$ cat src/rtl/sram_march_bist.sv
// sram_march_bist: BIST engine for NUM_SRAMS lockstep SRAM macros.
// Runs a write/read sweep (mode 0) or a March C- sweep (mode 1). It reports
// a sticky per-macro fail vector, the first failing address and a saturating
// error count, and signals done/pass when the run completes.
//
// state    | meaning
// ---------+-----------------------------------------------------------
// ST_IDLE  | no run; waits for start_i
// ST_W0    | ascending, write P
// ST_R0W1  | ascending, read (expect P) then write ~P per address
// ST_R1W0  | descending, read (expect ~P) then write P per address
// ST_R0    | ascending, read (expect P)
// ST_DRAIN | no ops; waits READ_LATENCY cycles for the last compares
// ST_DONE  | results valid; waits for start_i
module sram_march_bist #(
    parameter int ADDR_WIDTH   = 8,
    parameter int DATA_WIDTH   = 32,
    parameter int NUM_SRAMS    = 2,
    parameter int READ_LATENCY = 1
) (
    input  logic                            wb_clk_i,
    input  logic                            wb_rst_i,
    input  logic                            start_i,
    input  logic                            abort_i,
    input  logic                            mode_i,
    input  logic [DATA_WIDTH-1:0]           pattern_i,
    output logic                            sram_csb0,
    output logic                            sram_web0,
    output logic [ADDR_WIDTH-1:0]           sram_addr0,
    output logic [DATA_WIDTH-1:0]           sram_din0,
    input  logic [NUM_SRAMS*DATA_WIDTH-1:0] sram_dout,
    output logic                            busy_o,
    output logic                            done_o,
    output logic                            pass_o,
    output logic [NUM_SRAMS-1:0]            fail_vec_o,
    output logic [ADDR_WIDTH-1:0]           fail_addr_o,
    output logic [15:0]                     err_count_o
);

    localparam int LAT_W = (READ_LATENCY > 1) ? $clog2(READ_LATENCY) : 1;
    localparam logic [ADDR_WIDTH-1:0] ADDR_MAX = '1;

    typedef enum logic [2:0] {
        ST_IDLE,
        ST_W0,
        ST_R0W1,
        ST_R1W0,
        ST_R0,
        ST_DRAIN,
        ST_DONE
    } state_t;

    state_t                  state_q, state_d;
    logic [ADDR_WIDTH-1:0]   addr_q, addr_d;
    logic                    phase_q, phase_d;   // 0 = read slot, 1 = write slot
    logic                    mode_q, mode_d;
    logic [DATA_WIDTH-1:0]   pattern_q, pattern_d;
    logic [LAT_W-1:0]        drain_q, drain_d;

    logic                    csb_q, csb_d;
    logic                    web_q, web_d;
    logic [DATA_WIDTH-1:0]   din_q, din_d;

    logic [READ_LATENCY-1:0] pipe_vld_q, pipe_vld_d;
    logic [DATA_WIDTH-1:0]   pipe_exp_q  [READ_LATENCY];
    logic [DATA_WIDTH-1:0]   pipe_exp_d  [READ_LATENCY];
    logic [ADDR_WIDTH-1:0]   pipe_addr_q [READ_LATENCY];
    logic [ADDR_WIDTH-1:0]   pipe_addr_d [READ_LATENCY];

    logic [NUM_SRAMS-1:0]    fail_vec_q, fail_vec_d;
    logic [ADDR_WIDTH-1:0]   fail_addr_q, fail_addr_d;
    logic [15:0]             err_q, err_d;

    logic                    busy;
    logic                    start_now;
    logic                    abort_now;
    logic                    rd_now;
    logic [DATA_WIDTH-1:0]   exp_now;
    logic                    cmp_vld;
    logic [NUM_SRAMS-1:0]    miss;
    logic [16:0]             miss_cnt;
    logic [16:0]             err_sum;

    assign busy      = (state_q != ST_IDLE) && (state_q != ST_DONE);
    assign start_now = !busy && start_i;
    assign abort_now = busy && abort_i;

    // Next-state and address sequencing; the op for the next cycle is decoded from the result.
    always_comb begin
        state_d   = state_q;
        addr_d    = addr_q;
        phase_d   = phase_q;
        mode_d    = mode_q;
        pattern_d = pattern_q;
        drain_d   = drain_q;
        case (state_q)
            ST_IDLE, ST_DONE: begin
                if (start_i) begin
                    state_d   = ST_W0;
                    addr_d    = '0;
                    phase_d   = 1'b0;
                    mode_d    = mode_i;
                    pattern_d = pattern_i;
                end
            end
            ST_W0: begin
                if (addr_q == ADDR_MAX) begin
                    addr_d  = '0;
                    phase_d = 1'b0;
                    state_d = mode_q ? ST_R0W1 : ST_R0;
                end else begin
                    addr_d = addr_q + 1'b1;
                end
            end
            ST_R0W1: begin
                if (!phase_q) begin
                    phase_d = 1'b1;
                end else begin
                    phase_d = 1'b0;
                    if (addr_q == ADDR_MAX) begin
                        // descending element starts on the same top address
                        state_d = ST_R1W0;
                    end else begin
                        addr_d = addr_q + 1'b1;
                    end
                end
            end
            ST_R1W0: begin
                if (!phase_q) begin
                    phase_d = 1'b1;
                end else begin
                    phase_d = 1'b0;
                    if (addr_q == '0) begin
                        state_d = ST_R0;
                    end else begin
                        addr_d = addr_q - 1'b1;
                    end
                end
            end
            ST_R0: begin
                if (addr_q == ADDR_MAX) begin
                    state_d = ST_DRAIN;
                    drain_d = LAT_W'(READ_LATENCY - 1);
                end else begin
                    addr_d = addr_q + 1'b1;
                end
            end
            ST_DRAIN: begin
                if (drain_q == '0) begin
                    state_d = ST_DONE;
                    addr_d  = '0;
                end else begin
                    drain_d = drain_q - 1'b1;
                end
            end
            default: begin
                state_d = ST_IDLE;
                addr_d  = '0;
            end
        endcase
        if (abort_now) begin
            state_d = ST_IDLE;
            addr_d  = '0;
            phase_d = 1'b0;
        end
    end

    // Decode the SRAM op for the state being entered so the port registers line up with it.
    always_comb begin
        csb_d = 1'b1;
        web_d = 1'b1;
        din_d = '0;
        case (state_d)
            ST_W0: begin
                csb_d = 1'b0;
                web_d = 1'b0;
                din_d = pattern_d;
            end
            ST_R0W1: begin
                csb_d = 1'b0;
                if (phase_d) begin
                    web_d = 1'b0;
                    din_d = ~pattern_d;
                end
            end
            ST_R1W0: begin
                csb_d = 1'b0;
                if (phase_d) begin
                    web_d = 1'b0;
                    din_d = pattern_d;
                end
            end
            ST_R0: begin
                csb_d = 1'b0;
            end
            default: begin
                csb_d = 1'b1;
            end
        endcase
    end

    // Read-compare pipe: one entry per issued read, retired READ_LATENCY cycles later.
    always_comb begin
        rd_now  = (state_q == ST_R0) ||
                  (((state_q == ST_R0W1) || (state_q == ST_R1W0)) && !phase_q);
        exp_now = (state_q == ST_R1W0) ? ~pattern_q : pattern_q;
        pipe_vld_d[0]  = rd_now && !abort_now && !start_now;
        pipe_exp_d[0]  = exp_now;
        pipe_addr_d[0] = addr_q;
        for (int k = 1; k < READ_LATENCY; k++) begin
            pipe_vld_d[k]  = pipe_vld_q[k-1] && !abort_now && !start_now;
            pipe_exp_d[k]  = pipe_exp_q[k-1];
            pipe_addr_d[k] = pipe_addr_q[k-1];
        end
    end

    // Per-macro compare and result accumulation.
    always_comb begin
        cmp_vld  = pipe_vld_q[READ_LATENCY-1] && !abort_now;
        miss     = '0;
        miss_cnt = '0;
        for (int i = 0; i < NUM_SRAMS; i++) begin
            miss[i]  = cmp_vld &&
                       (sram_dout[i*DATA_WIDTH +: DATA_WIDTH] != pipe_exp_q[READ_LATENCY-1]);
            miss_cnt = miss_cnt + 17'(miss[i]);
        end
        err_sum     = {1'b0, err_q} + miss_cnt;
        fail_vec_d  = fail_vec_q | miss;
        fail_addr_d = fail_addr_q;
        err_d       = err_sum[16] ? 16'hFFFF : err_sum[15:0];
        if ((|miss) && (fail_vec_q == '0)) begin
            fail_addr_d = pipe_addr_q[READ_LATENCY-1];
        end
        if (start_now) begin
            fail_vec_d  = '0;
            fail_addr_d = '0;
            err_d       = '0;
        end
    end

    // State, port and result registers with synchronous reset.
    always_ff @(posedge wb_clk_i) begin
        if (wb_rst_i) begin
            state_q     <= ST_IDLE;
            addr_q      <= '0;
            phase_q     <= 1'b0;
            mode_q      <= 1'b0;
            pattern_q   <= '0;
            drain_q     <= '0;
            csb_q       <= 1'b1;
            web_q       <= 1'b1;
            din_q       <= '0;
            pipe_vld_q  <= '0;
            for (int k = 0; k < READ_LATENCY; k++) begin
                pipe_exp_q[k]  <= '0;
                pipe_addr_q[k] <= '0;
            end
            fail_vec_q  <= '0;
            fail_addr_q <= '0;
            err_q       <= '0;
        end else begin
            state_q     <= state_d;
            addr_q      <= addr_d;
            phase_q     <= phase_d;
            mode_q      <= mode_d;
            pattern_q   <= pattern_d;
            drain_q     <= drain_d;
            csb_q       <= csb_d;
            web_q       <= web_d;
            din_q       <= din_d;
            pipe_vld_q  <= pipe_vld_d;
            for (int k = 0; k < READ_LATENCY; k++) begin
                pipe_exp_q[k]  <= pipe_exp_d[k];
                pipe_addr_q[k] <= pipe_addr_d[k];
            end
            fail_vec_q  <= fail_vec_d;
            fail_addr_q <= fail_addr_d;
            err_q       <= err_d;
        end
    end

    assign sram_csb0   = csb_q;
    assign sram_web0   = web_q;
    assign sram_addr0  = addr_q;
    assign sram_din0   = din_q;
    assign busy_o      = busy;
    assign done_o      = (state_q == ST_DONE);
    assign pass_o      = (state_q == ST_DONE) && (fail_vec_q == '0);
    assign fail_vec_o  = fail_vec_q;
    assign fail_addr_o = fail_addr_q;
    assign err_count_o = err_q;

endmodule

$ cat config.mk
export PLATFORM = sky130hd
export DESIGN_NAME = sram_march_bist
export DESIGN_NICKNAME = d
export VERILOG_FILES = /design/src/rtl/sram_march_bist.sv
export SDC_FILE = /design/constraint.sdc
export NUM_CORES = 1
export LEC_CHECK = 0
export ABC_AREA = 0
export BUFFER_PORTS_ARGS = -buffer_cell sky130_fd_sc_hd__clkbuf_2
export CAP_MARGIN = 20
export CORE_ASPECT_RATIO = 1.5
export CORE_UTILIZATION = 25
export CTS_BUF_LIST = sky130_fd_sc_hd__clkbuf_4
export DETAILED_ROUTE_END_ITERATION = 7
export PLACE_DENSITY = 0.48
export SLEW_MARGIN = 20
export SYNTH_ARGS = -nofsm -noshare
export SYNTH_HDL_FRONTEND = slang
export SYNTH_SLANG_ARGS = --single-unit
$ cat constraint.sdc
create_clock -name wb_clk_i -period 3.7 [get_ports wb_clk_i]
set_clock_uncertainty 0.2 [all_clocks]
set_input_delay 0.74 -clock wb_clk_i [delete_from_list [all_inputs] [get_ports wb_clk_i]]
set_output_delay 0.74 -clock wb_clk_i [all_outputs]
set_load 0.005 [all_outputs]
==> flow_summary.rst <==
.. list-table::
   :header-rows: 1

   * - Metric
     - Value
   * - Outcome
     - finished, final reports clean
   * - Antenna violations before repair
     - 2
   * - Number of H-tree branching levels
     - 4
   * - Total number of nets in the final design
     - 1042
   * - Synthesized netlist net count
     - 873
   * - Syn avg cell area
     - 8.85 um2
   * - Initial DRC Count
     - 248
   * - Most numerous cell in the Yosys netlist
     - dfxtp_1
   * - Fraction of the cycle the final worst path needs
     - 0.808
   * - Data required time at the worst endpoint
     - 3990 ps
   * - Post-synth design cell area
     - 0.00677 mm2
   * - Grt ovf
     - 0
   * - Total non-filler cell area in the finished layout
     - 0.00830 mm2
   * - Final setup TNS
     - 0 ps
   * - Gate count of the mapped netlist
     - 765
   * - Final worst path period need
     - 2990 ps
   * - Count of pins on the block boundary
     - 172
   * - Total Routing Usage GR
     - 0.151
   * - Max-cap check violation count
     - 0
   * - Leading register cell type out of synthesis
     - dfxtp_1
   * - Area after detailed placement
     - 0.00805 mm2
   * - Most area-consuming cells after synthesis
     - dfxtp_1 (43%), xnor2_1 (13%), nor2_1 (6.3%)
   * - Final Hold Fails
     - 0
   * - Clock Root Buffer
     - clkbuf_4
   * - Top cell types by occurrence after synthesis
     - dfxtp_1 (146), nor2_1 (113), xnor2_1 (100)
   * - Gp weighted congestion
     - 0.831
   * - Area growth syn-to-layout
     - 22.5%
   * - Number of enable flip-flop cells after synthesis
     - 0
   * - Slew at the pin closest to its max-slew limit
     - 951 ps
   * - Sequential cell area fraction in the yosys report
     - 0.431
   * - Worst vdd rail ir drop
     - 0.243 mV
   * - Share of post-route cells with drive strength above 1
     - 0.253
   * - Wire length per cell
     - 16.0 um
   * - Number of hold-repair buffers added at the cts stage
     - 0
   * - Resized Gates After CTS
     - 0
   * - Clock tree from TritonCTS
     - done
   * - LEAKAGE
     - 3.22 nW
   * - Core region area
     - 0.0266 mm2
   * - Total setup violations reported at the end of the flow
     - 0
   * - Critical Path Fanout Max
     - 22
   * - Largest net degree at the start of global routing
     - 50
   * - Clock slew at reported path FFs
     - 130 ps
   * - Highest achievable clock rate
     - 334 MHz
   * - Areal power density over the cells
     - 649 mW/mm2
   * - Die Height
     - 204 um
   * - Number of iterations in the first detailed-routing pass
     - 4
   * - Routed Wire Length
     - 20.5 mm
   * - Number of setup buffers added after CTS
     - 0
   * - FP Rows
     - 73
   * - Placed insts
     - 1252
   * - Die X-Extent
     - 136 um
   * - RSZ-0062 raised after global routing
     - no
   * - First-pass GRT wire length
     - 31.5 mm
   * - Clock Tree Buf Depth
     - 2
   * - Estimated wirelength of the detail-placed design
     - 15.7 mm
   * - Effective utilization at floorplan
     - 0.255
   * - Vias in the first global route
     - 5650
   * - Non-filler cells in the finished layout
     - 1286
   * - Number of buffers added on ports
     - 171
   * - Endpoint type of the worst setup path
     - flop
   * - Startpoint class of the critical path
     - flop
   * - Clock insertion delay at the later pin of the skew report
     - 570 ps
   * - Warnings, synthesis
     - 0
   * - Number of clock buffers inserted by TritonCTS
     - 17
   * - Flop and latch count out of synthesis
     - 146
   * - Netlist cell types
     - 56
   * - Async set-reset flop share out of synthesis
     - 0
   * - Arrival time at the worst endpoint
     - 3280 ps
   * - Total number of vias
     - 5822
   * - Classification of the worst setup path
     - reg2reg
   * - Library cell occupying the most area in the post-synthesis netlist
     - dfxtp_1
   * - Full die area
     - 0.0278 mm2
   * - Number of slew-limit violations in the final report
     - 0
   * - Number of nets still failing antenna checks after routing
     - 0
   * - Remaining design rule violation count
     - 0
   * - Relative max-transition margin
     - 0.366
   * - Fraction of post-synthesis cell area in the top cell type by area
     - 0.431
   * - Mean number of vias per cell
     - 4.53
   * - Kind of path behind the tightest hold check
     - in2reg
   * - Clock sink count
     - 146
-- registers in the layout, summed over array words and instances (netlist names) --
signal,cells
pipe_vld_q,1
pipe_exp_q,32
sram_web0,1
mode_q,1
fail_addr_o,8
fail_vec_o,2
pipe_addr_q,8
pattern_q,32
sram_csb0,1
phase_q,1
sram_din0,32
state_q,3
err_count_o,16
sram_addr0,8
-- where the power goes --
group	leakage [nW]	total, mW	switching (mW)	internal (mW)
Sequential	1.19	2.10	0.235	1.87
Clock	0.118	0.919	0.640	0.279
Combinational	1.92	2.36	1.41	0.956
-- layout by cell type (no fill, tap or decap), drive strengths merged, types with 24 or more instances in the layout --
| cell | n |
|---|---|
| o21ai | 24 |
| mux2i | 35 |
| buf | 25 |
| clkbuf | 189 |
| nand4 | 28 |
| xnor2 | 100 |
| nand2 | 31 |
| dfxtp | 146 |
| a22oi | 26 |
| a21oi | 72 |
| nor2 | 113 |
-- through the flow --
stage	utilization	setup slack [ps]	hold slack, ps	power (mW)
after CTS	0.312	659	133	5.46
after global placement	0.303	301	236	4.53
after global routing	0.312	474	147	5.81
after floorplan	-	649	229	3.76
final	0.312	710	197	5.38
after detailed placement	0.303	257	239	4.52
-- logic make-up (layout without fill, tap and decap cells) --
group / Yosys count / in the layout / synth area share
AND/OR/NAND/NOR: 254 / 254 / 0.183
AO/OA/AOI/OAI: 147 / 147 / 0.132
flip-flops: 146 / 146 / 0.431
XOR/XNOR: 112 / 112 / 0.145
buffers and inverters: 63 / 245 / 0.0412
multiplexers: 35 / 35 / 0.0517
adder cells (fa/ha/maj): 8 / 8 / 0.0155
other: 0 / 2 / 0
-- area by class of cell --
cell class | count | area, um2
clock buffer | 18 | 135
fill | 2831 | 18300
multi-input combinational | 556 | 3580
inverter | 17 | 63.8
antenna | 2 | 5.00
timing repair buffer | 196 | 1060
clock inverter | 14 | 109
sequential | 146 | 2920
tap | 337 | 422
-- layer usage --
| layer | share of wire | global-route usage | vias up |
|---|---|---|---|
| met2 | 0.46 | 0.242 | 177 |
| met5 | 0 | 0 | - |
| li1 | - | - | 2987 |
| met4 | 0.023 | 0.0655 | 0 |
| met3 | 0.043 | 0.0276 | 24 |
| met1 | 0.47 | 0.197 | 2634 |
-- worst max-delay path, stage by stage (launching register included) --
cell and delay (ps):
dfxtp_1 540, nor3b_1 400, o21ai_0 210, o2111a_1 250, o21bai_2 780, buf_4 330, a22oi_1 90, nor2_1 110
-- final timing paths --
path	startpoint	to	slack (ps)	cells past startpoint
worst max-delay path	state_q[0]$_SDFF_PP0_	sram_din0[21]$_SDFF_PP0_	710	7
worst min-delay path	mode_i	mode_q$_SDFFE_PP0P_	200	3
worst max register to register	state_q[0]$_SDFF_PP0_	sram_din0[21]$_SDFF_PP0_	710	7
worst min register to register	pipe_addr_q[0][2]$_SDFF_PP0_	fail_addr_o[2]$_SDFFE_PP0P_	260	2
No activity file was read; power rests on OpenSTA's default activity.
